===== src/rtl/data_mem_arbiter.sv =====
// Two-requester arbiter in front of a single-port data memory: round-robin on
// conflict, locked ownership for read-modify-write with a forced-release timeout.
module data_mem_arbiter #(
    parameter int DATA_SIZE = 8,
    parameter int ADDR_SIZE = 5,
    parameter int LOCK_MAX  = 16
) (
    input  logic                 clk,
    input  logic                 rst,
    input  logic                 REQ0,
    input  logic                 REQ1,
    input  logic                 W0,
    input  logic                 W1,
    input  logic                 LOCK0,
    input  logic                 LOCK1,
    input  logic [ADDR_SIZE-1:0] ADDR0,
    input  logic [ADDR_SIZE-1:0] ADDR1,
    input  logic [DATA_SIZE-1:0] DATA_WR0,
    input  logic [DATA_SIZE-1:0] DATA_WR1,
    output logic                 GNT0,
    output logic                 GNT1,
    output logic                 RVALID0,
    output logic                 RVALID1,
    output logic [DATA_SIZE-1:0] DATA_RD0,
    output logic [DATA_SIZE-1:0] DATA_RD1,
    output logic                 MEM_W,
    output logic [ADDR_SIZE-1:0] MEM_ADDR,
    output logic [DATA_SIZE-1:0] MEM_DATA_WR,
    input  logic [DATA_SIZE-1:0] MEM_DATA_RD,
    output logic                 LOCK_TO
);
    localparam int CW = $clog2(LOCK_MAX + 1);

    localparam logic [1:0] S_IDLE = 2'd0;
    localparam logic [1:0] S_OWN0 = 2'd1;
    localparam logic [1:0] S_OWN1 = 2'd2;

    logic [1:0]           state_q, state_d;
    logic                 last_gnt_q, last_gnt_d;
    logic [CW-1:0]        cnt_q, cnt_d, cnt_inc;
    logic                 lock_to_q, lock_to_d;
    logic                 rvalid0_q, rvalid0_d, rvalid1_q, rvalid1_d;
    logic [DATA_SIZE-1:0] data_rd0_q, data_rd0_d, data_rd1_q, data_rd1_d;
    logic                 gnt0_raw, gnt1_raw;

    assign cnt_inc = cnt_q + CW'(1);

    always_comb begin
        gnt0_raw   = 1'b0;
        gnt1_raw   = 1'b0;
        state_d    = state_q;
        last_gnt_d = last_gnt_q;
        cnt_d      = cnt_q;
        lock_to_d  = lock_to_q;
        case (state_q)
            S_IDLE: begin
                if (REQ0 && REQ1) begin
                    gnt0_raw = last_gnt_q;
                    gnt1_raw = !last_gnt_q;
                end else begin
                    gnt0_raw = REQ0;
                    gnt1_raw = REQ1;
                end
                if (gnt0_raw && LOCK0) begin
                    state_d = S_OWN0;
                    cnt_d   = CW'(1);
                end else if (gnt1_raw && LOCK1) begin
                    state_d = S_OWN1;
                    cnt_d   = CW'(1);
                end
            end
            S_OWN0: begin
                gnt0_raw = REQ0;
                // Normal release wins over the timeout so a clean unlock never flags LOCK_TO.
                if (!REQ0 || !LOCK0) begin
                    state_d = S_IDLE;
                    cnt_d   = '0;
                end else if (cnt_inc >= CW'(LOCK_MAX)) begin
                    state_d   = S_IDLE;
                    cnt_d     = '0;
                    lock_to_d = 1'b1;
                end else begin
                    cnt_d = cnt_inc;
                end
            end
            S_OWN1: begin
                gnt1_raw = REQ1;
                if (!REQ1 || !LOCK1) begin
                    state_d = S_IDLE;
                    cnt_d   = '0;
                end else if (cnt_inc >= CW'(LOCK_MAX)) begin
                    state_d   = S_IDLE;
                    cnt_d     = '0;
                    lock_to_d = 1'b1;
                end else begin
                    cnt_d = cnt_inc;
                end
            end
            default: begin
                state_d = S_IDLE;
                cnt_d   = '0;
            end
        endcase
        if (gnt0_raw)      last_gnt_d = 1'b0;
        else if (gnt1_raw) last_gnt_d = 1'b1;
    end

    assign GNT0 = gnt0_raw && !rst;
    assign GNT1 = gnt1_raw && !rst;

    assign MEM_W       = (GNT0 && W0) || (GNT1 && W1);
    assign MEM_ADDR    = rst ? '0 : (GNT1 ? ADDR1 : ADDR0);
    assign MEM_DATA_WR = rst ? '0 : (GNT1 ? DATA_WR1 : DATA_WR0);

    always_comb begin
        rvalid0_d  = GNT0 && !W0;
        rvalid1_d  = GNT1 && !W1;
        data_rd0_d = rvalid0_d ? MEM_DATA_RD : data_rd0_q;
        data_rd1_d = rvalid1_d ? MEM_DATA_RD : data_rd1_q;
    end

    always_ff @(posedge clk or posedge rst) begin
        if (rst) begin
            state_q    <= S_IDLE;
            last_gnt_q <= 1'b1;
            cnt_q      <= '0;
            lock_to_q  <= 1'b0;
            rvalid0_q  <= 1'b0;
            rvalid1_q  <= 1'b0;
            data_rd0_q <= '0;
            data_rd1_q <= '0;
        end else begin
            state_q    <= state_d;
            last_gnt_q <= last_gnt_d;
            cnt_q      <= cnt_d;
            lock_to_q  <= lock_to_d;
            rvalid0_q  <= rvalid0_d;
            rvalid1_q  <= rvalid1_d;
            data_rd0_q <= data_rd0_d;
            data_rd1_q <= data_rd1_d;
        end
    end

    assign RVALID0  = rvalid0_q;
    assign RVALID1  = rvalid1_q;
    assign DATA_RD0 = data_rd0_q;
    assign DATA_RD1 = data_rd1_q;
    assign LOCK_TO  = lock_to_q;
endmodule


===== config.mk =====
export PLATFORM = sky130hd
export DESIGN_NAME = data_mem_arbiter
export DESIGN_NICKNAME = d
export VERILOG_FILES = /design/src/rtl/data_mem_arbiter.sv
export SDC_FILE = /design/constraint.sdc
export NUM_CORES = 1
export LEC_CHECK = 0
export ABC_AREA = 1
export ABC_CLOCK_PERIOD_IN_PS = 1950
export BUFFER_PORTS_ARGS = -buffer_cell sky130_fd_sc_hd__clkbuf_2
export CAP_MARGIN = 20
export CORE_MARGIN = 10
export CORE_UTILIZATION = 40
export DETAILED_ROUTE_END_ITERATION = 6
export PLACE_DENSITY = 0.76
export SYNTH_ARGS = -nofsm -noshare
export SYNTH_HDL_FRONTEND = slang
export SYNTH_SLANG_ARGS = --single-unit

===== constraint.sdc =====
create_clock -name clk -period 1.95 [get_ports clk]
set_input_delay 0.2925 -clock clk [delete_from_list [all_inputs] [get_ports clk]]
set_output_delay 0.2925 -clock clk [all_outputs]
set_load 0.03 [all_outputs]

==> flow_summary_export.csv, run 1 <==
group,metric,value,unit
outcome,status,"complete, but fails checks",
outcome,violations,"negative setup slack",
final_layout,final_cells,327,
sta,layout_setup_ws,-0.171,ns
clock_tree,htreeDepth,1,
logic_synthesis,ys_types,21,
clock_tree,hold_buffers,0,
place,port_buffers,76,
critical_path,r2r_cells,8,
clock_tree,tritoncts,"done",
critical_path,end_kind,"output pin",
critical_path,r2r_start,"last_gnt_q$_DFFE_PP1P_",
route,via_per_inst,4.72,
critical_path,arrival,1.83,ns
pwr,vdd_drop_max,0.000707,V
critical_path,setup.worst_path.end,"MEM_DATA_WR[5]",
global_routing,antenna_found_initial,0,
critical_path,r2r_slack,0.29,ns
logic_synthesis,syn_nets,237,
pwr,p_per_area,1130,nW/um^2
floorplanning,die_height,79.6,um
final_layout,drive_gt1_share,40.6,%
global_routing,grt_max_degree,28,
critical_path,path_max_fanout,7,
final_layout,area_growth,49.5,%
logic_synthesis,synth_compound_area_share,8.38,%
sta,finalCritPeriodShare,109,%
clock_tree,clkSinkCount,27,
sta,hold_viol,0,
global_routing,grt_pass1_vias,1496,
global_routing,grt.total_usage,13.5,%
critical_path,worstSetupStartpointType,"register",
worst_hold_path,hp-class,"in -> reg",
critical_path,startpoint,"last_gnt_q$_DFFE_PP1P_",
critical_path,critical_path_class,"reg -> out",
final_layout,fin_nets,325,
clock_tree,root_buffer,"clkbuf_4",
pwr,p_leak,1.24,nW
sta,maxSlewViolCount,0,
sta,slew_headroom,78.0,%
sta,holdWs,0.160,ns
place,gp_congestion,0.869,
sta,worst_pin_slew,0.330,ns
place,place_inst,315,
floorplanning,fp.coreArea,3390,sq um
critical_path,r2r-end,"DATA_RD1[4]$_DFFE_PP0P_",
route,ant_nets,0,
clock_tree,cts_buffer_depth,2,
floorplanning,start_util,41.9,%
logic_synthesis,avgSynthCellArea,7.31,sq um
logic_synthesis,synth_mux_area_share,0,%
final_layout,multiInputGateArea,704,sq um
logic_synthesis,netlist_area,1420,sq um
sta,max_freq,471,MHz
global_routing,overflow,0,
floorplanning,row_count,21,
final_layout,seq_area,678,sq um
run,maxCapViolCount,0,
logic_synthesis,synth_cells,194,
route,drt_first_pass_iters,4,
clock_tree,numCtsBuffers,3,
logic_synthesis,synth_top_family_by_area,"simple AND/OR/NAND/NOR gates",
sta,period_minus_slack,2.12,ns
logic_synthesis,synth-xor-area-share,0,%
route,vias,1545,
clock_tree,clk_pin_slew,0.16,ns
logic_synthesis,synthSimpleGateAreaFrac,36.2,%
final_layout,antenna_cells,0,
sta,rsz0062_at_grt,"true",
logic_synthesis,synth-adder-area-share,0.882,%
route,drc,0,
final_layout,post-route-util,62.6,%
floorplanning,die_w,79.6,um
floorplanning,dieArea,6330,sq um
place,pre_cts_slack,0.134,ns
floorplanning,io_pins,77,
route,avgRoutedWirePerCell,13.6,um
sta,skew,0.0130,ns
global_routing,grt_pass1_wl,7.02,mm
clock_tree,insertion_delay,0.34,ns
logic_synthesis,yosys_warnings,0,
critical_path,required,1.66,ns
place,dpl.hpwl,3.36,mm
sta,setup_viol_count_final,15,
pwr,finalPower,0.00240,W
logic_synthesis,synth-seq-cells,27,
final_layout,fillers,312,
route,drt-total-wl,4.43,mm
logic_synthesis,synth_seq_area_share,47.7,%
route,first_iter_violations,81,
==> worst max-delay path, stage by stage, from the launching register on <==
cell and delay [ns]:
dfstp_2 0.57, nand3_2 0.09, o21ai_4 0.29, buf_6 0.16, nand2_2 0.05, a21oi_2 0.16, clkbuf_8 0.19
==> Yosys cell counts <==
master,number,share of area (%)
dfrtp_1,26,46
a21oi_1,13,4.6
nand2_1,85,22
clkinv_1,1,0.26
nand3_2,1,0.71
o21ai_0,5,1.8
nor2_1,13,3.4
nand4_1,2,0.88
ha_1,1,0.88
nand3_1,16,5.6
a21o_1,1,0.53
o21ai_4,1,1.1
nand3_4,1,1.2
inv_2,2,0.53
nand2_2,1,0.44
clkbuf_1,1,0.26
o21ai_1,1,0.35
inv_1,16,4.2
nor2_2,3,1.3
buf_4,3,1.6
dfstp_2,1,1.9
==> cell type report <==
class / instances / area share, %
Clock buffer: 3 / 1.06
Clock inverter: 1 / 0.236
Inverter: 19 / 3.48
Multi-Input combinational cell: 144 / 33.2
Sequential cell: 27 / 32.0
Tap cell: 46 / 2.71
Timing Repair Buffer: 87 / 27.3
==> cell families (layout without fill, tap and decap cells) <==
logic type / Yosys count / in the layout
AO/OA/AOI/OAI: 21 / 21
adder cells (fa/ha/maj): 1 / 1
buffers and inverters: 23 / 110
AND/OR/NAND/NOR: 122 / 122
flip-flops: 27 / 27
==> flip-flops by register name, summed over array words and instances, names as in the netlist <==
name / count
DATA_RD0: 8
DATA_RD1: 8
LOCK_TO: 1
RVALID0: 1
RVALID1: 1
cnt_q: 5
last_gnt_q: 1
state_q: 2
==> what timing repair did <==
item | in CTS | in global routing
pin swaps | 13 | 4
setup buffers | 5 | 3
resized for setup | 43 | 16
setup endpoints to repair | 15 | 16
==> cell usage in the layout (no fill, tap or decap) <==
cell type   n
buf_6       5
inv_2       1
buf_8       1
dfrtp_1    25
nand4_1     2
dfstp_2     1
dfrtp_2     1
clkinv_1    1
nand3_2     1
o21ai_0     1
nand3_4     1
nor2_1     11
inv_4       1
o21ai_4     1
nor2_2      2
clkbuf_8    8
a21o_1      1
nand2_1    79
ha_1        1
clkbuf_4    5
nand2_4     2
nand3_1    16
buf_4      11
a21oi_1     9
clkbuf_2   60
inv_1      16
nor2_4      3
clkinv_2    1
o21ai_1     5
nand2_2     5
a21oi_2     4
==> metrics by stage <==
step                      area, sq um  setup TNS [ns]
final                            2120           -1.81
after floorplan                  1420               0
after CTS                        2070           -2.15
after global routing             2120           -3.11
after global placement           1850               0
after detailed placement         1850               0
==> where the power goes <==
group / internal (W) / switching (W) / total, W / leakage (nW)
logic: 0.000439 / 0.000829 / 0.00127 / 0.878
registers: 0.000750 / 0.000131 / 0.000880 / 0.343
clock network: 0.0000771 / 0.000176 / 0.000253 / 0.0177
total: 0.00127 / 0.00113 / 0.00240 / 1.24
==> layer usage <==
layer	track usage, %	wire length [um]	up-vias	part of all wire (%)
met1	17.4	1930	684	44
met5	0	0	-	0
met2	19.3	1880	70	42
met3	4.28	517	8	12
li1	-	-	783	-
met4	7.53	103	0	2.3
==> how the worst min path moves through the flow <==
| stage | startpoint | endpoint | slack [ns] | cells after the start |
|---|---|---|---|---|
| floorplan | MEM_DATA_RD[0] | DATA_RD0[0]$_DFFE_PP0P_ | 0.40 | 2 |
| global placement | DATA_RD1[1]$_DFFE_PP0P_ | DATA_RD1[1]$_DFFE_PP0P_ | 0.46 | 2 |
| detailed placement | DATA_RD1[1]$_DFFE_PP0P_ | DATA_RD1[1]$_DFFE_PP0P_ | 0.46 | 2 |
| CTS | MEM_DATA_RD[6] | DATA_RD0[6]$_DFFE_PP0P_ | 0.17 | 3 |
| global route | MEM_DATA_RD[7] | DATA_RD0[7]$_DFFE_PP0P_ | 0.16 | 3 |
| finish | MEM_DATA_RD[6] | DATA_RD0[6]$_DFFE_PP0P_ | 0.16 | 3 |
(Power assumes the default switching activity.)
==> run 2, diff against run 1 <==
==> constraint.sdc (replaced) <==
create_clock -name clk -period 1.95 [get_ports clk]
set_input_delay 0.2925 -clock clk [delete_from_list [all_inputs] [get_ports clk]]
set_output_delay 0.2925 -clock clk [all_outputs]
set_load 0.005 [all_outputs]
==> flow_summary_export.csv, run 2 (synthesis results as in run 1) <==
group,metric,value,unit
final_layout,seq_area,678,sq um
sta,maxSlewViolCount,0,
pwr,p_leak,1.21,nW
route,ant_nets,0,
clock_tree,cts_buffer_depth,2,
final_layout,fin_nets,326,
route,drt-total-wl,4.31,mm
clock_tree,root_buffer,"clkbuf_4",
sta,max_freq,498,MHz
critical_path,r2r_slack,0.39,ns
sta,holdWs,0.161,ns
final_layout,area_growth,43.2,%
pwr,p_per_area,978,nW/um^2
place,port_buffers,76,
pwr,vdd_drop_max,0.000475,V
critical_path,path_max_fanout,7,
route,drt_first_pass_iters,4,
place,dpl.hpwl,3.48,mm
global_routing,grt.total_usage,12.6,%
sta,skew,0.00327,ns
clock_tree,tritoncts,"done",
critical_path,end_kind,"output pin",
critical_path,arrival,1.72,ns
final_layout,antenna_cells,0,
final_layout,multiInputGateArea,711,sq um
critical_path,worstSetupStartpointType,"register",
final_layout,drive_gt1_share,40.4,%
clock_tree,insertion_delay,0.32,ns
outcome,violations,"negative setup slack",
floorplanning,fp.coreArea,3390,sq um
clock_tree,numCtsBuffers,3,
sta,layout_setup_ws,-0.0588,ns
floorplanning,io_pins,77,
worst_hold_path,hp-class,"in -> async",
sta,finalCritPeriodShare,103,%
floorplanning,die_height,79.6,um
final_layout,layout_common_cells,"nand2_1, clkbuf_2, dfrtp_1",
sta,slew_headroom,77.7,%
final_layout,layout_commonest_cell,"nand2_1",
final_layout,fillers,330,
route,avgRoutedWirePerCell,13.1,um
outcome,status,"complete, but fails checks",
global_routing,grt_pass1_wl,6.58,mm
global_routing,grt_max_degree,21,
clock_tree,clkSinkCount,27,
global_routing,grt_pass1_vias,1455,
global_routing,overflow,0,
critical_path,critical_path_class,"reg -> out",
place,gp_congestion,0.850,
sta,worst_pin_slew,0.334,ns
floorplanning,dieArea,6330,sq um
place,place_inst,317,
route,first_iter_violations,53,
clock_tree,htreeDepth,1,
sta,rsz0062_at_grt,"true",
sta,hold_viol,0,
route,vias,1575,
critical_path,required,1.66,ns
place,pre_cts_slack,0.275,ns
run,maxCapViolCount,0,
final_layout,final_cells,328,
clock_tree,clk_pin_slew,0.14,ns
floorplanning,row_count,21,
route,drc,0,
sta,period_minus_slack,2.01,ns
floorplanning,die_w,79.6,um
route,via_per_inst,4.80,
floorplanning,start_util,41.9,%
global_routing,antenna_found_initial,0,
sta,setup_viol_count_final,13,
==> run 2: through the flow <==
| step | cell area, sq um | util, % | power (W) | TNS (ns) |
|---|---|---|---|---|
| 6_report | 2030 | 59.9 | 0.00199 | -0.447 |
| 5_1_grt | 2030 | 59.9 | 0.00217 | -1.64 |
| 4_1_cts | 1910 | 56.4 | 0.00189 | -0.432 |
| 3_5_place_dp | 1870 | 55.1 | 0.00165 | 0 |
| 3_3_place_gp | 1870 | 55.1 | 0.00162 | 0 |
| 2_1_floorplan | 1420 | - | 0.00129 | 0 |
==> run 2: critical path, cell delays in order, from the launching register on <==
cell,delay [ns]
dfstp_2,0.59
nand3_4,0.08
o21ai_4,0.25
buf_4,0.17
nor2_4,0.04
buf_4,0.16
clkbuf_2,0.11
==> run 2: final timing paths <==
kind                                   startpoint                 endpoint  depth (start not counted)
max in group asynchronous                     rst   state_q[1]$_DFFE_PP0P_                          3
hold / removal                                rst   last_gnt_q$_DFFE_PP1P_                          2
setup / recovery           last_gnt_q$_DFFE_PP1P_                     GNT1                          6
setup reg to reg           last_gnt_q$_DFFE_PP1P_  DATA_RD1[6]$_DFFE_PP0P_                          7
min in group clk                   MEM_DATA_RD[0]  DATA_RD0[0]$_DFFE_PP0P_                          3
hold reg to reg               LOCK_TO$_DFFE_PP0P_      LOCK_TO$_DFFE_PP0P_                          1
==> run 2: power breakdown <==
group | switching (W) | leakage (nW) | total [W] | internal [W]
clock network | 0.000163 | 0.0177 | 0.000240 | 0.0000768
logic | 0.000473 | 0.852 | 0.000869 | 0.000396
registers | 0.000127 | 0.343 | 0.000878 | 0.000750
total | 0.000764 | 1.21 | 0.00199 | 0.00122
==> run 2: repair_timing <==
| item | 4_1_cts | 5_1_grt |
|---|---|---|
| resized for setup | 3 | 34 |
| setup buffers | 0 | 5 |
| cloned | 0 | 1 |
| hold buffers | 1 | 0 |
| pin swaps | 0 | 12 |
| endpoints found under the hold margin | 3 | 0 |
| endpoints found under the setup margin | 14 | 15 |
==> run 2: layout make-up <==
class | instances | area share (%)
Clock buffer | 3 | 1.11
Multi-Input combinational cell | 144 | 35.0
Sequential cell | 27 | 33.4
Inverter | 19 | 3.63
Clock inverter | 1 | 0.246
Tap cell | 46 | 2.83
Timing Repair Buffer | 88 | 23.8
==> run 2: layer usage <==
| metal | up-vias | wire [um] | track usage, % |
|---|---|---|---|
| met3 | 2 | 630 | 5.18 |
| met2 | 74 | 1970 | 20.6 |
| met4 | 0 | 40 | 4.30 |
| li1 | 788 | - | - |
| met5 | - | 0 | 0 |
| met1 | 711 | 1670 | 14.4 |
==> run 3, diff against run 2 <==
- CORE_ASPECT_RATIO: default -> 0.6
==> flow_summary_export.csv, run 3 (synthesis results as in run 1) <==
group,metric,value,unit
critical_path,r2r_slack,0.43,ns
floorplanning,dieArea,6410,sq um
pwr,p_sw,0.000748,W
clock_tree,htreeDepth,1,
route,drt-total-wl,4.22,mm
sta,hold_viol,0,
critical_path,r2r_cells,9,
clock_tree,clkSinkCount,27,
pwr,vdd_drop_max,0.000498,V
worst_hold_path,hold_end,"DATA_RD0[6]$_DFFE_PP0P_",
place,port_buffers,76,
route,vias,1495,
route,drt_first_pass_iters,4,
floorplanning,die_height,66.1,um
route,first_iter_violations,79,
floorplanning,row_count,16,
floorplanning,fp.coreArea,3320,sq um
sta,maxSlewViolCount,0,
critical_path,path_max_fanout,14,
final_layout,layout_common_cells,"nand2_1, clkbuf_2, dfrtp_1",
route,via_per_inst,4.66,
sta,slew_headroom,79.8,%
critical_path,worstPathCellList,"nand3_4, o21ai_4, buf_8, nand2_1, a21oi_2, clkbuf_2",
final_layout,fin_nets,320,
final_layout,layout_commonest_cell,"nand2_1",
critical_path,end_kind,"output pin",
critical_path,r2r_start,"last_gnt_q$_DFFE_PP1P_",
sta,skew,0.00318,ns
route,drc,0,
sta,rsz0062_at_grt,"true",
worst_hold_path,min_from,"MEM_DATA_RD[6]",
floorplanning,start_util,42.7,%
critical_path,arrival,1.65,ns
sta,tns,0,ns
critical_path,critical_path_class,"reg -> out",
worst_hold_path,hold_depth,3,
sta,setup_viol_count_final,0,
pwr,p_int,0.00125,W
critical_path,slowest_delay,0.57,ns
global_routing,grt.total_usage,12.5,%
place,place_area,1860,sq um
global_routing,grt_pass1_wl,6.77,mm
critical_path,worst_path_max_delay_cell,"dfstp_2",
sta,finalCritPeriodShare,99.4,%
global_routing,antenna_found_initial,0,
pwr,p_per_area,1020,nW/um^2
critical_path,r2r-end,"DATA_RD0[5]$_DFFE_PP0P_",
pwr,pwr-share-clk,15.8,%
clock_tree,cts_buffer_depth,2,
global_routing,grt_pass1_vias,1364,
sta,period_minus_slack,1.94,ns
place,gp_congestion,0.850,
sta,worst_pin_slew,0.302,ns
final_layout,final_area,1950,sq um
sta,max_freq,516,MHz
final_layout,post-route-util,58.8,%
critical_path,worstSetupStartpointType,"register",
clock_tree,insertion_delay,0.27,ns
pwr,p_leak,1.18,nW
critical_path,crit_family,"flip-flops",
final_layout,drive_gt1_share,35.9,%
final_layout,area_growth,37.7,%
critical_path,critPathBufInv,2,
route,avgRoutedWirePerCell,13.1,um
critical_path,required,1.66,ns
clock_tree,root_buffer,"clkbuf_8",
floorplanning,die_w,96.9,um
place,dpl.hpwl,3.47,mm
pwr,seq_power_share,44.8,%
route,ant_nets,0,
clock_tree,numCtsBuffers,3,
global_routing,overflow,0,
final_layout,antenna_cells,0,
global_routing,grt_max_degree,23,
floorplanning,io_pins,77,
outcome,status,"completed",
clock_tree,tritoncts,"done",
run,maxCapViolCount,0,
pwr,comb_power_share,39.3,%
worst_hold_path,hp-class,"in -> reg",
clock_tree,clk_pin_slew,0.09,ns
pwr,power.share.switching,37.5,%
-- run 3: worst register-to-register path, delay by kind of cell, from the launching register on --
family | cells | cell delay [ns]
buffers and inverters | 3 | 0.34
and+or+nand+nor | 6 | 0.56
DFF | 1 | 0.57
-- run 3: through the flow --
step           hold WS, ns  power, W  setup slack, ns  instances
2_1_floorplan        0.402   0.00129            0.338        194
3_3_place_gp         0.442   0.00162            0.306        315
3_5_place_dp         0.448   0.00164            0.289        315
4_1_cts              0.234   0.00196         0.000600        319
5_1_grt              0.250   0.00217          -0.0697        321
6_report             0.235   0.00199           0.0118        321
-- run 3: worst max-delay path by stage --
| stage | start | to | slack (ns) | depth (start not counted) |
|---|---|---|---|---|
| floorplan | rst | MEM_W | 0.34 | 3 |
| global placement | REQ1 | MEM_W | 0.31 | 9 |
| detailed placement | REQ1 | MEM_W | 0.29 | 9 |
| CTS | state_q[0]$_DFFE_PP0P_ | MEM_W | 0.0006 | 7 |
| global route | last_gnt_q$_DFFE_PP1P_ | MEM_DATA_WR[3] | -0.07 | 6 |
| finish | last_gnt_q$_DFFE_PP1P_ | MEM_DATA_WR[3] | 0.01 | 6 |
-- run 3: what timing repair did --
item / CTS / global route
hold buffers: 0 / 0
setup endpoints to repair: 0 / 13
setup buffers: 0 / 2
resized for setup: 0 / 15
-- run 3: power by group through the flow --
stage | clock network (W) | registers [W] | logic, W
floorplan | 0 | 0.000881 | 0.000412
global placement | 0 | 0.000880 | 0.000742
detailed placement | 0 | 0.000886 | 0.000754
CTS | 0.000326 | 0.000875 | 0.000757
global route | 0.000349 | 0.000925 | 0.000897
finish | 0.000316 | 0.000894 | 0.000784
-- run 3: cell type report --
cell class | count | area [sq um]
clock buffers | 3 | 41.3
clock inverters | 1 | 7.51
fillers | 313 | 1370
inverters | 19 | 71.3
multi-input cells | 144 | 666
flip-flops and latches | 27 | 679
well taps | 45 | 56.3
repair buffers | 82 | 433
-- run 3: layer usage --
metal	vias up	global-route usage (%)	share of wire, %
li1	770	-	-
met1	683	16.3	48
met2	40	20.8	47
met3	2	3.65	4.7
met4	0	1.10	0.33
met5	-	0	0
